**src/rtl/sprite_pkg.sv**
```systemverilog
// Shared types for the sprite list path: packed sprite entry, default field widths
// derived from the canvas geometry, and the replay FSM state encoding.
package sprite_pkg;

  localparam int unsigned DEF_CANVAS_WIDTH  = 360;
  localparam int unsigned DEF_CANVAS_HEIGHT = 720;
  localparam int unsigned DEF_NUM_FRAMES    = 5;
  localparam int unsigned DEF_MAX_SPRITES   = 64;

  localparam int unsigned SPRITE_X_W     = $clog2(DEF_CANVAS_WIDTH);
  localparam int unsigned SPRITE_Y_W     = $clog2(DEF_CANVAS_HEIGHT);
  localparam int unsigned SPRITE_FRAME_W = $clog2(DEF_NUM_FRAMES);
  localparam int unsigned SPRITE_COUNT_W = $clog2(DEF_MAX_SPRITES + 1);

  typedef struct packed {
    logic [SPRITE_X_W-1:0]     x;
    logic [SPRITE_Y_W-1:0]     y;
    logic [SPRITE_FRAME_W-1:0] frame;
  } sprite_t;

  typedef enum logic [1:0] {
    IDLE,
    LOAD,
    STREAM,
    DONE
  } sprite_list_state_t;

endpackage

```
**src/rtl/sprite_bank_ram.sv**
```systemverilog
// Two-bank sprite storage: one synchronous write port, one synchronous read port whose
// registered output doubles as the replay output register.
module sprite_bank_ram #(
  parameter int unsigned DATA_W = 22,
  parameter int unsigned ADDR_W = 7
) (
  input  logic              clk,
  input  logic              rst,
  input  logic              wr_en,
  input  logic [ADDR_W-1:0] wr_addr,
  input  logic [DATA_W-1:0] wr_data,
  input  logic              rd_en,
  input  logic [ADDR_W-1:0] rd_addr,
  output logic [DATA_W-1:0] rd_data
);

  logic [DATA_W-1:0] mem [0:(1 << ADDR_W)-1];

  always_ff @(posedge clk) begin
    if (wr_en) mem[wr_addr] <= wr_data;
  end

  // Read register only advances on rd_en so the replay output holds during stalls.
  always_ff @(posedge clk or posedge rst) begin
    if (rst)        rd_data <= '0;
    else if (rd_en) rd_data <= mem[rd_addr];
  end

endmodule

```
**src/rtl/sprite_list_buffer.sv**
```systemverilog
// Double-banked sprite list: captures the producer's per-frame sprite stream into one bank
// while the previously completed list is replayed to graphics over valid/ready.
module sprite_list_buffer
  import sprite_pkg::*;
#(
  parameter int unsigned CANVAS_WIDTH  = DEF_CANVAS_WIDTH,
  parameter int unsigned CANVAS_HEIGHT = DEF_CANVAS_HEIGHT,
  parameter int unsigned NUM_FRAMES    = DEF_NUM_FRAMES,
  parameter int unsigned MAX_SPRITES   = DEF_MAX_SPRITES,
  localparam int unsigned XW = $clog2(CANVAS_WIDTH),
  localparam int unsigned YW = $clog2(CANVAS_HEIGHT),
  localparam int unsigned FW = $clog2(NUM_FRAMES),
  localparam int unsigned CW = $clog2(MAX_SPRITES + 1)
) (
  input  logic          clk_pixel,
  input  logic          sys_rst,
  input  logic          new_frame,
  input  logic          in_valid,
  input  logic [XW-1:0] in_x,
  input  logic [YW-1:0] in_y,
  input  logic [FW-1:0] in_frame,
  output logic          out_valid,
  output logic [XW-1:0] out_x,
  output logic [YW-1:0] out_y,
  output logic [FW-1:0] out_frame,
  input  logic          out_ready,
  output logic          list_done,
  output logic [CW-1:0] sprite_count,
  output logic          overflow
);

  localparam int unsigned DW = XW + YW + FW;
  localparam int unsigned IW = $clog2(MAX_SPRITES);
  localparam logic [CW-1:0] MAX_CNT = CW'(MAX_SPRITES);

  logic          wr_bank;
  logic          rd_bank;
  logic [CW-1:0] wr_count;
  logic          overflow_pending;
  logic          wr_accept;
  logic          wr_drop;
  logic [CW-1:0] final_count;

  sprite_list_state_t state, state_next;
  logic [CW-1:0] rd_idx, rd_idx_next, rd_idx_inc;
  logic          out_valid_next;
  logic          rd_load;
  logic [IW-1:0] load_idx;
  logic [DW-1:0] rd_data;

  assign wr_accept   = in_valid && (wr_count < MAX_CNT);
  assign wr_drop     = in_valid && (wr_count == MAX_CNT);
  assign final_count = wr_count + CW'(wr_accept);
  assign rd_idx_inc  = rd_idx + CW'(1);

  // A write in the swap cycle still lands in the retiring bank and is included in its count.
  always_ff @(posedge clk_pixel or posedge sys_rst) begin
    if (sys_rst) begin
      wr_bank          <= 1'b0;
      rd_bank          <= 1'b0;
      wr_count         <= '0;
      sprite_count     <= '0;
      overflow         <= 1'b0;
      overflow_pending <= 1'b0;
    end else if (new_frame) begin
      rd_bank          <= wr_bank;
      sprite_count     <= final_count;
      wr_bank          <= ~wr_bank;
      wr_count         <= '0;
      overflow         <= overflow_pending | wr_drop;
      overflow_pending <= 1'b0;
    end else begin
      if (wr_accept) wr_count <= final_count;
      if (wr_drop)   overflow_pending <= 1'b1;
    end
  end

  always_ff @(posedge clk_pixel or posedge sys_rst) begin
    if (sys_rst) begin
      state     <= IDLE;
      rd_idx    <= '0;
      out_valid <= 1'b0;
    end else begin
      state     <= state_next;
      rd_idx    <= rd_idx_next;
      out_valid <= out_valid_next;
    end
  end

  always_comb begin
    state_next     = state;
    rd_idx_next    = rd_idx;
    out_valid_next = out_valid;
    rd_load        = 1'b0;
    load_idx       = IW'(rd_idx);
    if (new_frame) begin
      state_next     = LOAD;
      rd_idx_next    = '0;
      out_valid_next = 1'b0;
    end else begin
      unique case (state)
        IDLE: ;
        LOAD: begin
          if (sprite_count == '0) begin
            state_next = DONE;
          end else begin
            rd_load        = 1'b1;
            out_valid_next = 1'b1;
            state_next     = STREAM;
          end
        end
        STREAM: begin
          if (out_valid && out_ready) begin
            rd_idx_next = rd_idx_inc;
            if (rd_idx_inc == sprite_count) begin
              out_valid_next = 1'b0;
              state_next     = DONE;
            end else begin
              rd_load  = 1'b1;
              load_idx = IW'(rd_idx_inc);
            end
          end
        end
        DONE: state_next = IDLE;
        default: state_next = IDLE;
      endcase
    end
  end

  assign list_done = (state == DONE);

  sprite_bank_ram #(
    .DATA_W (DW),
    .ADDR_W (IW + 1)
  ) u_bank_ram (
    .clk     (clk_pixel),
    .rst     (sys_rst),
    .wr_en   (wr_accept),
    .wr_addr ({wr_bank, IW'(wr_count)}),
    .wr_data ({in_x, in_y, in_frame}),
    .rd_en   (rd_load),
    .rd_addr ({rd_bank, load_idx}),
    .rd_data (rd_data)
  );

  assign out_x     = rd_data[DW-1 -: XW];
  assign out_y     = rd_data[FW +: YW];
  assign out_frame = rd_data[FW-1:0];

endmodule

```
**config.mk**
```make
export PLATFORM = sky130hd
export DESIGN_NAME = sprite_list_buffer
export DESIGN_NICKNAME = d
export VERILOG_FILES = /design/src/rtl/sprite_pkg.sv /design/src/rtl/sprite_bank_ram.sv /design/src/rtl/sprite_list_buffer.sv
export SDC_FILE = /design/constraint.sdc
export NUM_CORES = 2
export LEC_CHECK = 0
export ABC_CLOCK_PERIOD_IN_PS = 3100
export BUFFER_PORTS_ARGS = -buffer_cell sky130_fd_sc_hd__buf_2
export CAP_MARGIN = 20
export CELL_PAD_IN_SITES_DETAIL_PLACEMENT = 1
export CELL_PAD_IN_SITES_GLOBAL_PLACEMENT = 2
export CORE_ASPECT_RATIO = 1.5
export CORE_UTILIZATION = 42
export CTS_CLUSTER_SIZE = 40
export DETAILED_ROUTE_END_ITERATION = 6
export PLACE_DENSITY = 0.87
export SLEW_MARGIN = 40
export SYNTH_ARGS = -nofsm -noshare
export SYNTH_HDL_FRONTEND = slang
export SYNTH_SLANG_ARGS = --single-unit
```
**constraint.sdc**
```tcl
create_clock -name clk_pixel -period 3.1 [get_ports clk_pixel]
set_input_delay 0.31 -clock clk_pixel [delete_from_list [all_inputs] [get_ports clk_pixel]]
set_output_delay 0.31 -clock clk_pixel [all_outputs]
set_load 0.1 [all_outputs]
```
# Word level (Yosys, flattened, before mapping)
# Memories as Yosys holds them, arrays and structs flattened. A register that Yosys moved wholly into a read port is not among the register bits.
# Cells that the tools add are included.
# word_totals
ff_bits	28
latchBits	0
mem_bits_rw	2816
romBits	0
out_inout_bits	32
word_cells	64
n_memories	1
# op_classes
addsub	2
n_mul	0
div_mod_pow	0
n_lt_le_gt_ge	1
n_eq_ne	8
n_shift	0
n_mux	28
bitwise	2
reduce_logical	13
# memory_table
memory	words	word_bits	read_ports	rd_ports_with_merged_regs	write_ports	line	rtl
u_bank_ram.mem	128	22	1	1	1	sprite_bank_ram.sv:17	logic [DATA_W-1:0] mem [0:(1 << ADDR_W)-1];
# ops
op	n
$mux 7	5
$mux 6	4
$mux 1	13
$ne 3x3->1 const B	3
$reduce_bool 2->1	4
$add 7x1->7	1
$add 7x1->7 const B	1
$eq 7x7->1	1
$eq 7x7->1 const B	1
$logic_not 7->1	1
$lt 7x7->1 const B	1
$mux 2	3
$pmux 2 s3	1
$eq 2x2->1 const B	2
$pmux 1 s2	2
$reduce_and 4->1	1
$reduce_bool 4->1	1
$logic_and 1x1->1	3
$reduce_and 3->1	1
$reduce_bool 3->1	1
$eq 2x1->1 const B	1
$reduce_and 2->1	1
$not 1->1	1
$or 1x1->1	1

# Depth between registers and ports, before layout
# depth
word_depth	6
mapped_depth	18

# Cells and area by module
# A second synthesis with hierarchy kept.
# unflattened
hier_cells	5230
area_unflattened_um2	110810.0
# by_module_without_submodules
module	instances	cells_per_inst	area_each_um2	seq_area_each_um2
sprite_bank_ram	1	5038	109025.8	85111.6
sprite_list_buffer	1	192	1784.2	700.7

# Worst setup path before layout
# OpenSTA, ideal clock, no wires.
# synth_path
kind	reg-to-reg
startpoint	register sprite_count[6]
endpoint	register u_bank_ram.rd_data[10], read port of u_bank_ram.mem
setup_ns	0.094
t_arrival_ns	3.979
t_required_ns	3.006
slack_ns	-0.973
stages_incl_launch_ff	15
path_buffers	3
path_cell_list	dfrtp_1 xor2_1 or4_4 and3_4 a22oi_4 buf_6 mux2i_4 buf_2 clkbuf_1 nor2_1 a311oi_1 o21ai_0 a31oi_1 a21oi_1 a211oi_1
# synth_between
elab_chain_len	5
elab_cells_between_ends	11
cone_classes	1 x eq/ne; 9 x mux; 1 x reduce/logical
# synth_lines
item	line	rtl
start: declaration	sprite_list_buffer.sv:28	output logic [CW-1:0] sprite_count,
start signal: assignment	sprite_list_buffer.sv:67	sprite_count <= final_count;
$eq 7x7->1	sprite_list_buffer.sv:115	if (rd_idx_inc == sprite_count) begin
$mux 1 / $mux 6 (equally long branches)	sprite_list_buffer.sv:115	
$mux 1 / $mux 6 (equally long branches)	sprite_list_buffer.sv:113	if (out_valid && out_ready) begin
$pmux 1 s2 / $mux 6 (equally long branches)	sprite_list_buffer.sv:101	unique case (state)
$mux 1 / $mux 6 (equally long branches)	sprite_list_buffer.sv:96	if (new_frame) begin
end: declaration	sprite_bank_ram.sv:14	output logic [DATA_W-1:0] rd_data
# Parallel ways exist; a longest one is shown, timed or not.
# A chain may end at the register's enable or synchronous reset.

# Final worst setup path
# layout_path
startpoint	register rd_idx[1]
endpoint	register u_bank_ram.rd_data[14], read port of u_bank_ram.mem
# layout_between
elab_chain_len	6
elab_cells_between_ends	10
cone_classes	1 x add/sub; 1 x eq/ne; 8 x mux
# layout_lines
item	line	rtl
start: declaration	sprite_list_buffer.sv:45	logic [CW-1:0] rd_idx, rd_idx_next, rd_idx_inc;
start signal: assignment	sprite_list_buffer.sv:85	rd_idx <= rd_idx_next;
$add 7x1->7	sprite_list_buffer.sv:54	assign rd_idx_inc = rd_idx + CW'(1);
$eq 7x7->1	sprite_list_buffer.sv:115	
$mux 1 / $mux 6 (equally long branches)	sprite_list_buffer.sv:115	
$mux 1 / $mux 6 (equally long branches)	sprite_list_buffer.sv:113	
$pmux 1 s2 / $mux 6 (equally long branches)	sprite_list_buffer.sv:101	
$mux 1 / $mux 6 (equally long branches)	sprite_list_buffer.sv:96	
# Parallel ways exist; a longest one is shown, timed or not.

==> results.md <==
- H-tree Lvls: 5
- Final hold slack: 21.7 ps
- Slew @ Worst Pin: 1100 ps
- CTS Buf Count: 272
- Area Growth Syn to Fin: 27.3%
- Tot GR Track Use: 37.5%
- PortBufs: 58
- RSZ-0062 raised after global routing: true
- Violated checks: negative setup slack
- Master of the slowest instance on the critical path: dfrtp_4
- Synth warn: 0
- Layout Skew: 49.9 ps
- PD cells: 590 nW/µm²
- Fin. Hold Viols: 0
- DRC Markers: 0
- Worst setup SP type: flip-flop
- Initial Util: 42.2%
- Share of cells above drive strength 1: 27.0%
- Initial antenna violation count: 42
- Hold crit path type: primary input to flip-flop
- DIE AREA: 279000 µm²
- CTS Sinks: 2866
- LEAKAGE: 49.6 nW
- Logic pwr share: 11.5%
- CTS tree: built
- Crit path from: rd_idx[1]
- Pin count of the biggest net entering global routing: 129
- Mapped Nets: 8287
- Cell Int Power: 64.6 mW
- Via density per instance: 6.85
- Post-Syn Instances: 8254
- Row cnt: 236
- Worst endpoint required time: 3820 ps
- Core area: 275000 µm²
- Worst slew margin: 26.5%
- Crit-path max FO: 10
- WL/cell: 40.2 µm
- Switching Fraction: 26.1%
- First-pass GRT wire length: 732000 µm
- Number of global-route vias before repair: 93300
- Max Buffers Root-to-Sink: 4
- Post-synth EDFFs: 2816
- Sequential share of the synthesized area: 73.7%
- VDD IR max: 0.417 mV
- Post-detail-place hpwl: 342000 µm
- DRT Wirelength: 544000 µm
- CP arrival: 5170 ps
- Async set-reset flop share out of synthesis: 1.74%
- Drt first pass iters: 7
- Setup ws final: -1350 ps
- Clk_lat worst skew: 900 ps
- Total chip power: 87.4 mW
- Net switching power: 22.8 mW
- R2R Path Start: rd_idx[1]
- DRT iter0 DRCs: 15300
- Status: finished with violations
- Fin crit period: 4450 ps
- Yosys cell types: 95
- Max incr delay on CP: 510 ps
- Top_reg_cell synth: edfxtp_1
- Syn avg cell area: 14.1 µm²
- Max Cap Violations: 0
- Sequential share of power: 49.7%
- GPL Wtd Cong: 0.991
- Root buf cell: clkbuf_16
- Fmax achieved: 225 MHz
- Critical Setup Path Class: flip-flop to flip-flop
- Final Max Tran Viols: 0
- Ports: 59
- Clk pwr share: 38.8%
- Min-delay src: in_y[2]
- Final Setup Violations: 22
- Setup crit end kind: flip-flop
- Clock slew at reported path FFs: 70 ps
- DIE HEIGHT: 647 µm
- Nets: 9643
- Post-DRT Antenna Nets: 0
- CP cell instances: buf_6, and2_4, a2111o_1, and3_4, a22oi_4, buf_12, buf_12, mux2_4, buf_4, o22ai_1, buf_4, nor3_1, a21oi_1, o211ai_1, o32ai_4, buf_6, a41oi_1
- Yosys reg bits: 2866
- GRT overflow: 0
- Final worst-path cycle share: 144%
- Width of the die: 432 µm
- Synthesized area: 116000 µm²
- Via count: 92600
## synthesized netlist by cell type, types with 36 or more instances
master | number | share of area, %
nand4_1 | 83 | 0.45
a31oi_1 | 109 | 0.59
o22ai_1 | 465 | 2.5
o221ai_1 | 208 | 1.6
inv_1 | 39 | 0.13
dfrtp_1 | 50 | 1.1
buf_2 | 252 | 1.1
nand2b_1 | 45 | 0.24
o21ai_0 | 288 | 1.2
nor3_1 | 135 | 0.58
a211oi_1 | 133 | 0.86
a21oi_1 | 251 | 1.1
edfxtp_1 | 2816 | 73
nor4_1 | 117 | 0.63
a32oi_1 | 58 | 0.44
nor2_1 | 550 | 1.8
o211ai_1 | 52 | 0.34
o32a_1 | 36 | 0.31
mux2i_1 | 179 | 1.5
nand3_1 | 402 | 1.7
buf_1 | 71 | 0.23
clkbuf_1 | 249 | 0.80
nand2_1 | 1060 | 3.4
## per-layer routing
layer  global-route usage (%)  wire [µm]  vias to the layer above
met2                     58.6     246000                     7915
met3                     9.45      62800                     2463
met5                        0        116                        -
met4                     35.6      64000                       20
met1                     41.8     171000                    46900
li1                         -          -                    35300
## cell usage in the layout, fill, tap and decap left out, types with 219 or more instances in the layout
master,count
a21oi_1,219
o21ai_0,234
o22ai_1,434
nand2_1,1049
clkbuf_16,292
buf_12,321
nand3_1,375
edfxtp_1,2816
buf_4,1138
nor2_1,394
## power groups by stage
stage	registers, mW	logic, mW	clock network (mW)
finish	43.5	10.0	33.9
global route	43.4	10.1	34.8
CTS	43.4	9.19	33.7
detailed placement	44.3	8.51	0
global placement	44.3	8.24	0
floorplan	45.0	2.72	0
## critical path, delay by kind of cell (launching register included)
kind	cells	cell delay, ps
simple gates	3	400
mux	1	450
flops	1	510
buf+inv	6	1050
compound gates	7	1870
## area by class of cell
class                   count  area, µm²
diodes                     23       57.6
clock buffers             346       7390
clock inverters           124       1190
fillers                 26200     127000
inverters                  41        166
multi-input cells        4743      30900
flip-flops and latches   2866      85800
well taps                3689       4620
repair buffers           1686      18100
## state kept, by name, indices dropped and copies added, names as in the netlist, 2 cells and up
signal and flops:
rd_idx 7, sprite_count 7, state 2, u_bank_ram.mem 2816, u_bank_ram.rd_data 22, wr_count 7
## path summary, 6_finish.rpt
check | endpoint | slack [ps] | cells past startpoint
worst max-delay path | u_bank_ram.rd_data[14] | -1350 | 17
worst min-delay path | u_bank_ram.mem[50][5] | 20 | 1
worst max register to register | u_bank_ram.rd_data[14] | -1350 | 17
worst min register to register | overflow | 530 | 2
max in group asynchronous | u_bank_ram.rd_data[14] | 1780 | 5
min in group asynchronous | wr_count[4] | 610 | 4
## what timing repair did
action | CTS | global route
cloned | 21 | 8
endpoints found under the setup margin | 22 | 22
hold buffers | 17 | 0
pin swaps | 115 | 83
endpoints found under the hold margin | 258 | 0
resized for setup | 441 | 231
setup buffers | 94 | 54
## cell families after synthesis
group                    after synthesis  synth area share, %
multiplexers                         242                 2.44
AO/OA/AOI/OAI                       1963                 11.6
flip-flops                          2866                 73.7
buffers and inverters                646                 2.48
XOR/XNOR                              24                0.203
adder cells (fa/ha/maj)                6               0.0645
AND/OR/NAND/NOR                     2507                 9.52
## stage by stage
step | instance area, µm² | instances | TNS (ps) | utilization [%] | worst slack (ps)
3_3_place_gp | 134000 | 12800 | -35690 | 48.7 | -1960
3_5_place_dp | 134000 | 12800 | -33540 | 48.7 | -1860
6_report | 148000 | 13500 | -27260 | 53.8 | -1350
5_1_grt | 148000 | 13500 | -28450 | 53.8 | -1410
2_1_floorplan | 117000 | 8254 | -8100 | - | -412
4_1_cts | 147000 | 13400 | -24120 | 53.2 | -1170
No activity file was read; power rests on OpenSTA's default activity.
